File: src/rtl/loopback_pkg.sv
// loopback_pkg: mode encodings, counter width and the write-time byte transform
package loopback_pkg;
  localparam logic [1:0] MODE_ECHO   = 2'b00;
  localparam logic [1:0] MODE_CASE   = 2'b01;
  localparam logic [1:0] MODE_INVERT = 2'b10;
  localparam logic [1:0] MODE_HOLD   = 2'b11;
  localparam int CNT_W = 16;
  function automatic logic [7:0] xform(input logic [7:0] d, input logic [1:0] m);
    return m == MODE_CASE ?
             (((d >= 8'h41 && d <= 8'h5A) || (d >= 8'h61 && d <= 8'h7A)) ? d ^ 8'h20 : d) :
           m == MODE_INVERT ? ~d : d;
  endfunction
endpackage

File: src/rtl/loopback_chan.sv
// loopback_chan: one loopback channel, FIFO with write-time transform and optional byte counter
module loopback_chan
  import loopback_pkg::*;
#(
  parameter int DEPTH = 64
) (
  input  logic             clk_i,
  input  logic             rstn_i,
  input  logic [7:0]       out_data_i,
  input  logic             out_valid_i,
  output logic             out_ready_o,
  output logic [7:0]       in_data_o,
  output logic             in_valid_o,
  input  logic             in_ready_i,
  input  logic [1:0]       mode_i,
  input  logic             flush_i,
  output logic             empty_o,
  output logic             full_o,
  output logic [CNT_W-1:0] rx_count_o
);
  localparam int AW = $clog2(DEPTH);
  logic [7:0]    mem [DEPTH];
  logic [AW-1:0] wr_ptr, rd_ptr;
  logic [AW:0]   occ;
  logic          push, pop;
  assign empty_o     = occ == '0;
  assign full_o      = occ == (AW+1)'(DEPTH);
  assign out_ready_o = !full_o && !flush_i;
  assign in_valid_o  = !empty_o && !flush_i && mode_i != MODE_HOLD;
  assign in_data_o   = empty_o ? 8'h00 : mem[rd_ptr];
  assign push        = out_valid_i && out_ready_o;
  assign pop         = in_valid_o && in_ready_i;
  // pointer and occupancy bookkeeping; flush and reset both empty the channel
  always_ff @(posedge clk_i) begin
    if (!rstn_i || flush_i) begin
      wr_ptr <= '0;
      rd_ptr <= '0;
      occ    <= '0;
    end else begin
      if (push) wr_ptr <= wr_ptr + 1'b1;
      if (pop) rd_ptr <= rd_ptr + 1'b1;
      occ <= occ + (AW+1)'(push) - (AW+1)'(pop);
    end
  end
  // storage holds bytes already transformed with the mode of the accepting cycle
  always_ff @(posedge clk_i) begin
    if (push) mem[wr_ptr] <= xform(out_data_i, mode_i);
  end
`ifdef LOOPBACK_STATS_EN
  logic [CNT_W-1:0] cnt;
  // saturating count of accepted bytes
  always_ff @(posedge clk_i) begin
    if (!rstn_i) cnt <= '0;
    else if (push && cnt != '1) cnt <= cnt + 1'b1;
  end
  assign rx_count_o = cnt;
`else
  assign rx_count_o = '0;
`endif
endmodule

File: src/rtl/loopback_mch.sv
// loopback_mch: multi-channel byte loopback; LOOPBACK_STATS_EN enables per-channel rx byte counters
module loopback_mch
  import loopback_pkg::*;
#(
  parameter int CHANNELS = 1,
  parameter int DEPTH    = 64
) (
  input  logic                      clk_i,
  input  logic                      rstn_i,
  input  logic [8*CHANNELS-1:0]     out_data_i,
  input  logic [CHANNELS-1:0]       out_valid_i,
  output logic [CHANNELS-1:0]       out_ready_o,
  output logic [8*CHANNELS-1:0]     in_data_o,
  output logic [CHANNELS-1:0]       in_valid_o,
  input  logic [CHANNELS-1:0]       in_ready_i,
  input  logic [2*CHANNELS-1:0]     mode_i,
  input  logic [CHANNELS-1:0]       flush_i,
  output logic [CHANNELS-1:0]       empty_o,
  output logic [CHANNELS-1:0]       full_o,
  output logic [CNT_W*CHANNELS-1:0] rx_count_o
);
  for (genvar c = 0; c < CHANNELS; c++) begin : g_chan
    loopback_chan #(.DEPTH(DEPTH)) u_chan (
      .clk_i      (clk_i),
      .rstn_i     (rstn_i),
      .out_data_i (out_data_i[8*c +: 8]),
      .out_valid_i(out_valid_i[c]),
      .out_ready_o(out_ready_o[c]),
      .in_data_o  (in_data_o[8*c +: 8]),
      .in_valid_o (in_valid_o[c]),
      .in_ready_i (in_ready_i[c]),
      .mode_i     (mode_i[2*c +: 2]),
      .flush_i    (flush_i[c]),
      .empty_o    (empty_o[c]),
      .full_o     (full_o[c]),
      .rx_count_o (rx_count_o[CNT_W*c +: CNT_W])
    );
  end
endmodule

File: config.mk
export PLATFORM = sky130hd
export DESIGN_NAME = loopback_mch
export DESIGN_NICKNAME = d
export VERILOG_FILES = /design/src/rtl/loopback_pkg.sv /design/src/rtl/loopback_chan.sv /design/src/rtl/loopback_mch.sv
export SDC_FILE = /design/constraint.sdc
export NUM_CORES = 1
export LEC_CHECK = 0
export BUFFER_PORTS_ARGS = -buffer_cell sky130_fd_sc_hd__buf_2
export CORE_MARGIN = 10
export CORE_UTILIZATION = 35
export CTS_BUF_LIST = sky130_fd_sc_hd__clkbuf_4 sky130_fd_sc_hd__clkbuf_8 sky130_fd_sc_hd__clkbuf_16
export DETAILED_ROUTE_END_ITERATION = 8
export GPL_TIMING_DRIVEN = 0
export PLACE_DENSITY = 0.48
export SLEW_MARGIN = 20
export SYNTH_ARGS = -nofsm -noshare
export SYNTH_HDL_FRONTEND = slang
export SYNTH_SLANG_ARGS = --single-unit
File: constraint.sdc
create_clock -name clk_i -period 3.6 [get_ports clk_i]
set_clock_uncertainty 0.1 [all_clocks]
set_input_delay 0.54 -clock clk_i [delete_from_list [all_inputs] [get_ports clk_i]]
set_output_delay 0.54 -clock clk_i [all_outputs]
set_load 0.005 [all_outputs]
==> summary.md, run 1 <==
| Metric | Value |
|---|---|
| Status | `finished with violations` |
| Failing checks | `negative setup slack` |
| Cell area power density | `542.4 nW/um^2` |
| Post-route setup slack | `-0.04241 ns` |
| Worst Tran Pin Value | `1.018 ns` |
| Vias | `11560` |
| Initial antenna violation count | `2` |
| Final Wtd Congestion | `0.8784` |
| Worst-path clk slew | `0.06 ns` |
| Post-synth EDFFs | `512` |
| Clock Sink Count | `537` |
| Die Span X | `267.6 microns` |
| Initial Util | `35.47%` |
| Via/cell ratio | `5.517` |
| Antenna Nets Post-Route | `0` |
| Clock Power Share | `39.7%` |
| Final hold vios | `0` |
| Worst setup path category | `flip-flop to flip-flop` |
| First-pass GRT wire length | `88930 microns` |
| Most frequent cells in the layout | `512 x edfxtp_1, 111 x mux4_2, 93 x nor2_1, 60 x clkbuf_16, 36 x buf_4` |
| Root buf cell | `clkbuf_16` |
| Overall Global Routing Usage | `17.72%` |
| Hold buffers post-CTS | `0` |
| H-tree Lvls | `2` |
| Startpoint class of the critical path | `flip-flop` |
| Setup TNS | `-0.7726 ns` |
| Total grt overflow | `0` |
| CP arrival | `3.76 ns` |
| First DRT Iteration DRCs | `1411` |
| Critical Path RT | `3.72 ns` |
| Reg-to-reg slack, setup | `-0.04 ns` |
| DP HPWL | `42570 microns` |
| Post-synthesis register bit count | `537` |
| Post-synthesis sequential area ratio | `74.02%` |
| VDD IR max | `289.3 uV` |
| TritonRoute pass-1 iters | `5` |
| Antenna cell count | `0` |
| Gate power share | `10.1%` |
| Cell variety after synth | `59` |
| Max-cap violations | `0` |
| Final Net Count | `1297` |
| Max Root-Sink Buffers | `3` |
| Slew Limit Fails | `0` |
| Number of remaining DRC errors | `0` |
| Syn Area/Cell | `19.10 sq um` |
| Floorplan row count | `90` |
| Num CTS Buffers | `56` |
| Final wirelength | `63950 microns` |
| Pin count of the biggest net entering global routing | `29` |
| Worst Hold Slack | `0.2630 ns` |
| Max Clock Freq | `0.2745 GHz` |
| Vias in the first global route | `11490` |
| Sw Share | `23.77%` |
| Final core utilization | `42.45%` |
| Core Box Area | `60470 sq um` |
| Warnings, synthesis | `0` |
| Routed WL per cell | `30.51 microns` |
| CTS tree | `yes` |
| Leakage | `8.027 nW` |
| Internal cell power | `0.01061 W` |
| Crit Path Max Fanout | `8` |
| DIE AREA | `71580 sq um` |
| FFs w/ async S/R, synth | `0%` |
| Post-synthesis instance total | `1123` |
| Layout cell share with drive strength beyond 1 | `31.81%` |
| Final setup viols | `32` |
| Clock Latency Late Sink | `0.61 ns` |
| Synthesized cell area | `21450 sq um` |
| Setup crit end kind | `flip-flop` |
| Setup repair after global routing missed its margin | `true` |
| Period minus WS final | `3.642 ns` |
| Worst min path class | `primary input to flip-flop` |
| Fin crit share | `101.2%` |
| Die Ht | `267.6 microns` |
| Rel. slew slack | `31.91%` |
| NetSw | `0.003309 W` |
| Synth Flop Type | `edfxtp_1` |
| Commonest non-fill, non-tap cell in the layout | `edfxtp_1` |
| Reg power frac | `50.2%` |
| IO buf count | `26` |
| Boundary pin count | `43` |
| Syn-to-layout area delta | `19.68%` |
## routing by layer
layer  vias to the layer above  track usage [%]  wire length [microns]
li1                       4815                -                      -
met1                      6132            24.60                  27170
met2                       513            27.88                  29990
met3                       100            3.999                   5223
met4                         4            4.305                   1540
met5                         -                0                     27
## final cells by class
class	instances	area, sq um
Clock buffer	67	1484
Timing Repair Buffer	78	785.8
Multi-Input combinational cell	511	5434
Buffer	70	805.8
Tap cell	782	978.4
Inverter	16	60.06
Sequential cell	537	15880
Fill cell	5309	34800
Clock inverter	35	240.2
## synth_stat cells (14+ instances only)
library cell	instances	area, sq um
a21oi_1	21	105.1
buf_4	32	240.2
clkbuf_1	16	60.06
dfxtp_1	25	500.5
edfxtp_1	512	15370
inv_1	16	60.06
mux2i_1	27	270.3
mux4_2	107	2410
nand2_1	29	108.9
nor2_1	105	394.1
nor2b_1	14	87.58
nor3_1	15	75.07
o21ai_0	14	70.07
## metrics by stage
stage	area [sq um]	total power [W]	std cells	worst slack, ns
finish	25670	0.01392	2096	-0.04241
floorplan	21510	0.007820	1138	0.1251
CTS	25300	0.01398	2084	-0.08738
global route	25670	0.01437	2096	-0.1114
global placement	22620	0.008339	1946	-3.243
detailed placement	23100	0.008417	1977	-0.1224
## logic make-up after synthesis
| logic type | Yosys count | synth area share (%) |
|---|---|---|
| buf+inv | 90 | 2.555 |
| xor+xnor | 21 | 0.8575 |
| compound gates | 102 | 3.214 |
| mux | 149 | 14.05 |
| fa+ha+maj | 12 | 0.7350 |
| flops | 537 | 74.02 |
| simple gates | 211 | 4.550 |
| other cells | 1 | 0.01748 |
## worst max-delay path: stages, from the launching register on
cell and delay, ns:
dfxtp_1 0.34, inv_1 0.06, ha_1 0.21, and3b_1 0.22
a211oi_4 0.38, nor2b_1 0.36, nand2_1 0.60, nor2_1 0.98
## repair_timing
action                                  4_1_cts  5_1_grt
endpoints found under the setup margin       49      169
setup buffers                                 7       10
gates cloned                                  0        4
gates resized for setup                     114       53
pin swaps                                     2        5
## worst paths after layout
path | startpoint | cells after the start | end
worst max-delay path | g_chan[0].u_chan.occ[2] | 7 | g_chan[0].u_chan.mem[50][6]
worst min-delay path | flush_i | 4 | g_chan[0].u_chan.wr_ptr[0]
worst max register to register | g_chan[0].u_chan.occ[2] | 7 | g_chan[0].u_chan.mem[50][6]
worst min register to register | g_chan[0].u_chan.rd_ptr[5] | 2 | flip-flop
## state kept, by name (all words and copies together), names as in the netlist, named ones only
register and flops:
g_chan.u_chan.mem 512, g_chan.u_chan.occ 7, g_chan.u_chan.rd_ptr 6, g_chan.u_chan.wr_ptr 6
## power by group through the flow
stage	combinational [W]	clock, W	sequential [W]
2_1_floorplan	0.000683	0	0.00714
3_3_place_gp	0.00117	0	0.00717
3_5_place_dp	0.00129	0	0.00712
4_1_cts	0.00138	0.00560	0.00699
5_1_grt	0.00152	0.00586	0.00699
6_report	0.00141	0.00552	0.00699
(Power assumes the default switching activity.)
==> run 2, diff against run 1 <==
--- a/config.mk
+++ b/config.mk
@@ -8,7 +8,7 @@
 export BUFFER_PORTS_ARGS = -buffer_cell sky130_fd_sc_hd__buf_2
 export CORE_MARGIN = 10
 export CORE_UTILIZATION = 35
-export CTS_BUF_LIST = sky130_fd_sc_hd__clkbuf_4 sky130_fd_sc_hd__clkbuf_8 sky130_fd_sc_hd__clkbuf_16
+export CTS_BUF_LIST = sky130_fd_sc_hd__clkbuf_16
 export DETAILED_ROUTE_END_ITERATION = 8
 export GPL_TIMING_DRIVEN = 0
 export PLACE_DENSITY = 0.48
==> summary.md, run 2 (synthesized netlist as in run 1, its figures left out) <==
| Metric | Value |
|---|---|
| DIE AREA | `71580 sq um (unchanged)` |
| DP HPWL | `42570 microns (unchanged)` |
| Total grt overflow | `0 (unchanged)` |
| H-tree Lvls | `2 (unchanged)` |
| Layout cell share with drive strength beyond 1 | `30.76% (was 31.81%)` |
| Setup repair after global routing missed its margin | `true (unchanged)` |
| Crit Path Max Fanout | `8 (unchanged)` |
| Setup crit end kind | `flip-flop (unchanged)` |
| Via/cell ratio | `5.523 (was 5.517)` |
| Startpoint class of the critical path | `flip-flop (unchanged)` |
| Die Span X | `267.6 microns (unchanged)` |
| Floorplan row count | `90 (unchanged)` |
| Initial antenna violation count | `2 (unchanged)` |
| Fillcell total | `5320 (was 5309)` |
| Worst Hold Slack | `0.2682 ns (was 0.2630 ns)` |
| VDD IR max | `289.8 uV (was 289.3 uV)` |
| TritonRoute pass-1 iters | `5 (unchanged)` |
| Antenna cell count | `0 (unchanged)` |
| Leakage | `8.007 nW (was 8.027 nW)` |
| Top Registers | `g_chan.u_chan.mem x512, g_chan.u_chan.occ x7 (unchanged)` |
| Placement Setup Slack | `-0.1224 ns (unchanged)` |
| Slew Limit Fails | `0 (unchanged)` |
| Failing checks | `negative setup slack (unchanged)` |
| Final wirelength | `63830 microns (was 63950 microns)` |
| Commonest non-fill, non-tap cell in the layout | `edfxtp_1 (unchanged)` |
| Critical Path RT | `3.73 ns (was 3.72 ns)` |
| Vias in the first global route | `11500 (was 11490)` |
| Worst setup path category | `flip-flop to flip-flop (unchanged)` |
| Power Total | `0.01381 W (was 0.01392 W)` |
| Max Root-Sink Buffers | `3 (unchanged)` |
| Pin count of the biggest net entering global routing | `29 (unchanged)` |
| Final Wtd Congestion | `0.8784 (unchanged)` |
| Post-route setup slack | `-0.02036 ns (was -0.04241 ns)` |
| Final instance area | `25590 sq um (was 25670 sq um)` |
| First DRT Iteration DRCs | `1435 (was 1411)` |
| Worst Tran Pin Value | `1.030 ns (was 1.018 ns)` |
| IO buf count | `26 (unchanged)` |
| Boundary pin count | `43 (unchanged)` |
| Initial Util | `35.47% (unchanged)` |
| Hold buffers post-CTS | `0 (unchanged)` |
| Placed cells | `1977 (unchanged)` |
| Clock Latency Late Sink | `0.60 ns (was 0.61 ns)` |
| Overall Global Routing Usage | `17.71% (was 17.72%)` |
| Num CTS Buffers | `56 (unchanged)` |
| Most frequent cells in the layout | `512 x edfxtp_1, 111 x mux4_2, 92 x nor2_1, 59 x clkbuf_16, 33 x buf_4 (was 512 x edfxtp_1, 111 x mux4_2, 93 x nor2_1, 60 x clkbuf_16, 36 x buf_4)` |
| Period minus WS final | `3.620 ns (was 3.642 ns)` |
| Final setup viols | `16 (was 32)` |
| Die Ht | `267.6 microns (unchanged)` |
| Largest Register | `g_chan.u_chan.mem (unchanged)` |
| Syn-to-layout area delta | `19.30% (was 19.68%)` |
| Antenna Nets Post-Route | `0 (unchanged)` |
| Cell area power density | `539.6 nW/um^2 (was 542.4 nW/um^2)` |
| Fin crit share | `100.6% (was 101.2%)` |
| Worst min path class | `primary input to flip-flop (unchanged)` |
| First-pass GRT wire length | `88930 microns (about the same)` |
| Status | `finished with violations (unchanged)` |
| Core Box Area | `60470 sq um (unchanged)` |
| Final hold vios | `0 (unchanged)` |
| Placed inst area | `23100 sq um (unchanged)` |
| Max reg flops | `512 (unchanged)` |
| Worst-path clk slew | `0.06 ns (about the same)` |
| Rel. slew slack | `31.07% (was 31.91%)` |
| Max Clock Freq | `0.2762 GHz (was 0.2745 GHz)` |
| Routed WL per cell | `30.51 microns (about the same)` |
| Reg-to-reg slack, setup | `-0.02 ns (was -0.04 ns)` |
| Non-Filler Instances | `2092 (was 2096)` |
| CP arrival | `3.75 ns (was 3.76 ns)` |
| Clock Sink Count | `537 (unchanged)` |
| Root buf cell | `clkbuf_16 (unchanged)` |
| Number of remaining DRC errors | `0 (unchanged)` |
| Final Net Count | `1293 (was 1297)` |
| Vias | `11550 (was 11560)` |
| CTS tree | `yes (unchanged)` |
| Max-cap violations | `0 (unchanged)` |
[run 2: final timing paths]
| path | to | cells past startpoint | from |
|---|---|---|---|
| max reg2reg | g_chan[0].u_chan.mem[26][7] | 7 | g_chan[0].u_chan.occ[2] |
| max | g_chan[0].u_chan.mem[26][7] | 7 | g_chan[0].u_chan.occ[2] |
| min reg2reg | flip-flop | 2 | g_chan[0].u_chan.rd_ptr[5] |
| min | g_chan[0].u_chan.wr_ptr[0] | 4 | flush_i |
[run 2: worst max-delay path: stages (launching register included)]
cell and delay (ns):
dfxtp_1 0.34, inv_1 0.06, ha_1 0.21, and3b_1 0.22, a211oi_4 0.38, nor2b_1 0.36
nand2_1 0.59, nor2_1 0.98
[run 2: report_power, final]
| group | switching [W] | internal (W) |
|---|---|---|
| Combinational | 0.000844 | 0.000560 |
| Clock | 0.00245 | 0.00296 |
| Sequential | 0.0000206 | 0.00697 |
[run 2: metrics by stage]
stage / TNS, ns / utilization, %
floorplan: 0 / -
global placement: -1323.46 / 37.41
detailed placement: -1.886 / 38.19
CTS: -2.006 / 41.77
global route: -5.546 / 42.32
finish: -0.1945 / 42.32
[run 2: layer usage]
| layer | wire length [microns] | up-vias | global-route usage [%] |
|---|---|---|---|
| met2 | 29990 | 460 | 27.91 |
| met1 | 27770 | 6176 | 24.56 |
| met4 | 1416 | 4 | 4.305 |
| met5 | 27 | - | 0 |
| li1 | - | 4810 | - |
| met3 | 4626 | 104 | 3.999 |
[run 2: layout make-up]
cell class | instances | area (sq um) | share of cell area, %
multi-input cells | 511 | 5441 | 21.27
flip-flops and latches | 537 | 15880 | 62.07
repair buffers | 74 | 738.2 | 2.885
well taps | 782 | 978.4 | 3.824
inverters | 16 | 60.06 | 0.2347
clock inverters | 46 | 281.5 | 1.100
clock buffers | 56 | 1401 | 5.476
plain buffers | 70 | 805.8 | 3.149
[run 2: what timing repair did]
| action | CTS | global route |
|---|---|---|
| setup endpoints to repair | 49 | 169 |
| gates cloned | 0 | 3 |
| pin swaps | 2 | 5 |
| setup buffers | 7 | 7 |
| resized for setup | 114 | 53 |
==> run 3, diff against run 2 <==
--- a/config.mk
+++ b/config.mk
@@ -6,13 +6,13 @@
 export NUM_CORES = 1
 export LEC_CHECK = 0
 export BUFFER_PORTS_ARGS = -buffer_cell sky130_fd_sc_hd__buf_2
+export CORE_ASPECT_RATIO = 0.5
 export CORE_MARGIN = 10
 export CORE_UTILIZATION = 35
 export CTS_BUF_LIST = sky130_fd_sc_hd__clkbuf_16
 export DETAILED_ROUTE_END_ITERATION = 8
 export GPL_TIMING_DRIVEN = 0
 export PLACE_DENSITY = 0.48
-export SLEW_MARGIN = 20
 export SYNTH_ARGS = -nofsm -noshare
 export SYNTH_HDL_FRONTEND = slang
 export SYNTH_SLANG_ARGS = --single-unit
==> summary.md, run 3 (synthesized netlist as in run 1, its figures left out) <==
| Metric | Value |
|---|---|
| Status | `finished with violations (unchanged)` |
| Root buf cell | `clkbuf_16 (unchanged)` |
| Overall Global Routing Usage | `17.19% (was 17.71%)` |
| Vias in the first global route | `11760 (was 11500)` |
| Core Box Area | `60860 sq um (was 60470 sq um)` |
| Post-route setup slack | `-0.02796 ns (was -0.02036 ns)` |
| CP arrival | `2.99 ns (was 3.75 ns)` |
| Floorplan row count | `64 (was 90)` |
| Number of remaining DRC errors | `0 (unchanged)` |
| Worst min path class | `primary input to flip-flop (unchanged)` |
| First-pass GRT wire length | `88810 microns (was 88930 microns)` |
| Initial antenna violation count | `0 (was 2)` |
| Setup repair after global routing missed its margin | `true (unchanged)` |
| Vias | `11710 (was 11550)` |
| DIE AREA | `72180 sq um (was 71580 sq um)` |
| Final setup viols | `2 (was 16)` |
| Non-Filler Instances | `2122 (was 2092)` |
| Slew Limit Fails | `0 (unchanged)` |
| VDD IR max | `404.0 uV (was 289.8 uV)` |
| Max reg flops | `512 (unchanged)` |
| DP HPWL | `42860 microns (was 42570 microns)` |
| Max Clock Freq | `0.2756 GHz (was 0.2762 GHz)` |
| Antenna cell count | `0 (unchanged)` |
| Leakage | `7.918 nW (was 8.007 nW)` |
| Max-cap violations | `0 (unchanged)` |
| Fillcell total | `5444 (was 5320)` |
| H-tree Lvls | `2 (unchanged)` |
| Clock Latency Late Sink | `0.58 ns (was 0.60 ns)` |
| TritonRoute pass-1 iters | `5 (unchanged)` |
| Worst Tran Pin Value | `1.033 ns (was 1.030 ns)` |
| Max Root-Sink Buffers | `3 (unchanged)` |
| Setup crit end kind | `output pin (was flip-flop)` |
| Hold buffers post-CTS | `0 (unchanged)` |
| Cell area power density | `529.1 nW/um^2 (was 539.6 nW/um^2)` |
| Initial Util | `35.24% (was 35.47%)` |
| Crit Path Max Fanout | `11 (was 8)` |
| IO buf count | `26 (unchanged)` |
| Worst-path clk slew | `0.06 ns (about the same)` |
| Hold Startpoint | `flush_i (unchanged)` |
| Routed WL per cell | `30.13 microns (was 30.51 microns)` |
| Via/cell ratio | `5.520 (was 5.523)` |
| Antenna Nets Post-Route | `0 (unchanged)` |
| Fin crit share | `100.8% (was 100.6%)` |
| Final core utilization | `41.74% (was 42.32%)` |
| Boundary pin count | `43 (unchanged)` |
| Startpoint class of the critical path | `flip-flop (unchanged)` |
| Num CTS Buffers | `51 (was 56)` |
| Placed cells | `2013 (was 1977)` |
| Top Registers | `g_chan.u_chan.mem x512, g_chan.u_chan.occ x7 (unchanged)` |
| Critical Path RT | `2.96 ns (was 3.73 ns)` |
| Most frequent cells in the layout | `512 x edfxtp_1, 108 x mux4_2, 78 x nor2_1, 54 x clkbuf_16, 40 x buf_4 (was 512 x edfxtp_1, 111 x mux4_2, 92 x nor2_1, 59 x clkbuf_16, 33 x buf_4)` |
| Layout cell share with drive strength beyond 1 | `30.38% (was 30.76%)` |
| Total grt overflow | `0 (unchanged)` |
| Largest Register | `g_chan.u_chan.mem (unchanged)` |
| Die Span X | `370.1 microns (was 267.6 microns)` |
| Pin count of the biggest net entering global routing | `34 (was 29)` |
| Clock Sink Count | `537 (unchanged)` |
| R2r startpoint | `g_chan[0].u_chan.occ[3] (was g_chan[0].u_chan.occ[2])` |
| First DRT Iteration DRCs | `1323 (was 1435)` |
| Commonest non-fill, non-tap cell in the layout | `edfxtp_1 (unchanged)` |
| Period minus WS final | `3.628 ns (was 3.620 ns)` |
| Final Net Count | `1287 (was 1293)` |
| CTS tree | `yes (unchanged)` |
| Worst setup path category | `flip-flop to output pin (was flip-flop to flip-flop)` |
| Final wirelength | `63930 microns (was 63830 microns)` |
| Failing checks | `negative setup slack (unchanged)` |
| Syn-to-layout area delta | `18.45% (was 19.30%)` |
| Final hold vios | `0 (unchanged)` |
| Final Wtd Congestion | `0.9107 (was 0.8784)` |
| Die Ht | `195.0 microns (was 267.6 microns)` |
| Rel. slew slack | `30.86% (was 31.07%)` |
==> run 3: cell types whose count changed in the layout (fill, tap and decap cells not counted), moves of 4 or more <==
cell | previous run | this run
clkbuf_16 | 59 | 54
buf_8 | 14 | 28
mux2i_2 | 7 | 3
buf_6 | 27 | 12
mux2i_1 | 16 | 20
nor2_1 | 92 | 78
nor2_2 | 12 | 24
buf_4 | 33 | 40
==> run 3: stage by stage <==
| stage | worst slack (ns) | TNS, ns | hold WS [ns] | cell area (sq um) | total power (W) |
|---|---|---|---|---|---|
| floorplan | 0.1251 | 0 | 0.3847 | 21510 | 0.007820 |
| global route | -0.1105 | -2.894 | 0.3270 | 25400 | 0.01386 |
| finish | -0.02796 | -0.03738 | 0.2824 | 25400 | 0.01344 |
| detailed placement | -0.1953 | -6.184 | 0.4148 | 23080 | 0.008398 |
| global placement | -2.872 | -1200.56 | 0.4202 | 22670 | 0.008309 |
| CTS | -0.1605 | -5.429 | 0.2667 | 25090 | 0.01349 |
==> run 3: critical path: stages (launching register included) <==
cell	delay, ns
dfxtp_2	0.40
buf_6	0.20
buf_8	0.21
buf_12	0.18
buf_8	0.19
mux2_2	0.38
o211ai_1	0.50
o21ai_2	0.16
buf_2	0.17
==> run 3: where the power goes <==
| group | total (W) | internal, W | switching, W |
|---|---|---|---|
| combinational | 0.00135 | 0.000540 | 0.000815 |
| clock | 0.00510 | 0.00279 | 0.00231 |
| sequential | 0.00699 | 0.00697 | 0.0000203 |
| total | 0.0134 | 0.0103 | 0.00315 |
==> run 3: path summary, 6_finish.rpt <==
kind / end / slack, ns / depth (start not counted)
setup reg to reg: g_chan[0].u_chan.mem[26][7] / 0.06 / 7
hold / removal: g_chan[0].u_chan.wr_ptr[0] / 0.28 / 4
hold reg to reg: flip-flop / 0.42 / 2
setup / recovery: in_data_o[5] / -0.03 / 8
==> run 3: routing by layer <==
| layer | part of all wire [%] | vias up | GRT usage, % |
|---|---|---|---|
| li1 | - | 4783 | - |
| met1 | 44 | 6328 | 24.32 |
| met2 | 46 | 495 | 26.38 |
| met3 | 7.6 | 108 | 4.071 |
| met4 | 2.3 | 0 | 4.533 |
| met5 | 0 | - | 0 |
==> run 3: layout make-up <==
type | count | area, sq um | share of cell area, %
buffer | 70 | 760.7 | 2.994
clock buffer | 53 | 1326 | 5.221
clock inverter | 37 | 212.7 | 0.8373
inverter | 16 | 60.06 | 0.2364
multi-input combinational | 511 | 5440 | 21.41
sequential | 537 | 15880 | 62.51
tap | 825 | 1032 | 4.063
timing repair buffer | 73 | 691.9 | 2.724
==> run 3: timing repair <==
item                                    in CTS  in global routing
buffers inserted                            11                 11
gates cloned                                 0                  1
endpoints found under the setup margin      73                196
resized for setup                          102                 59
pin swaps                                    1                  2
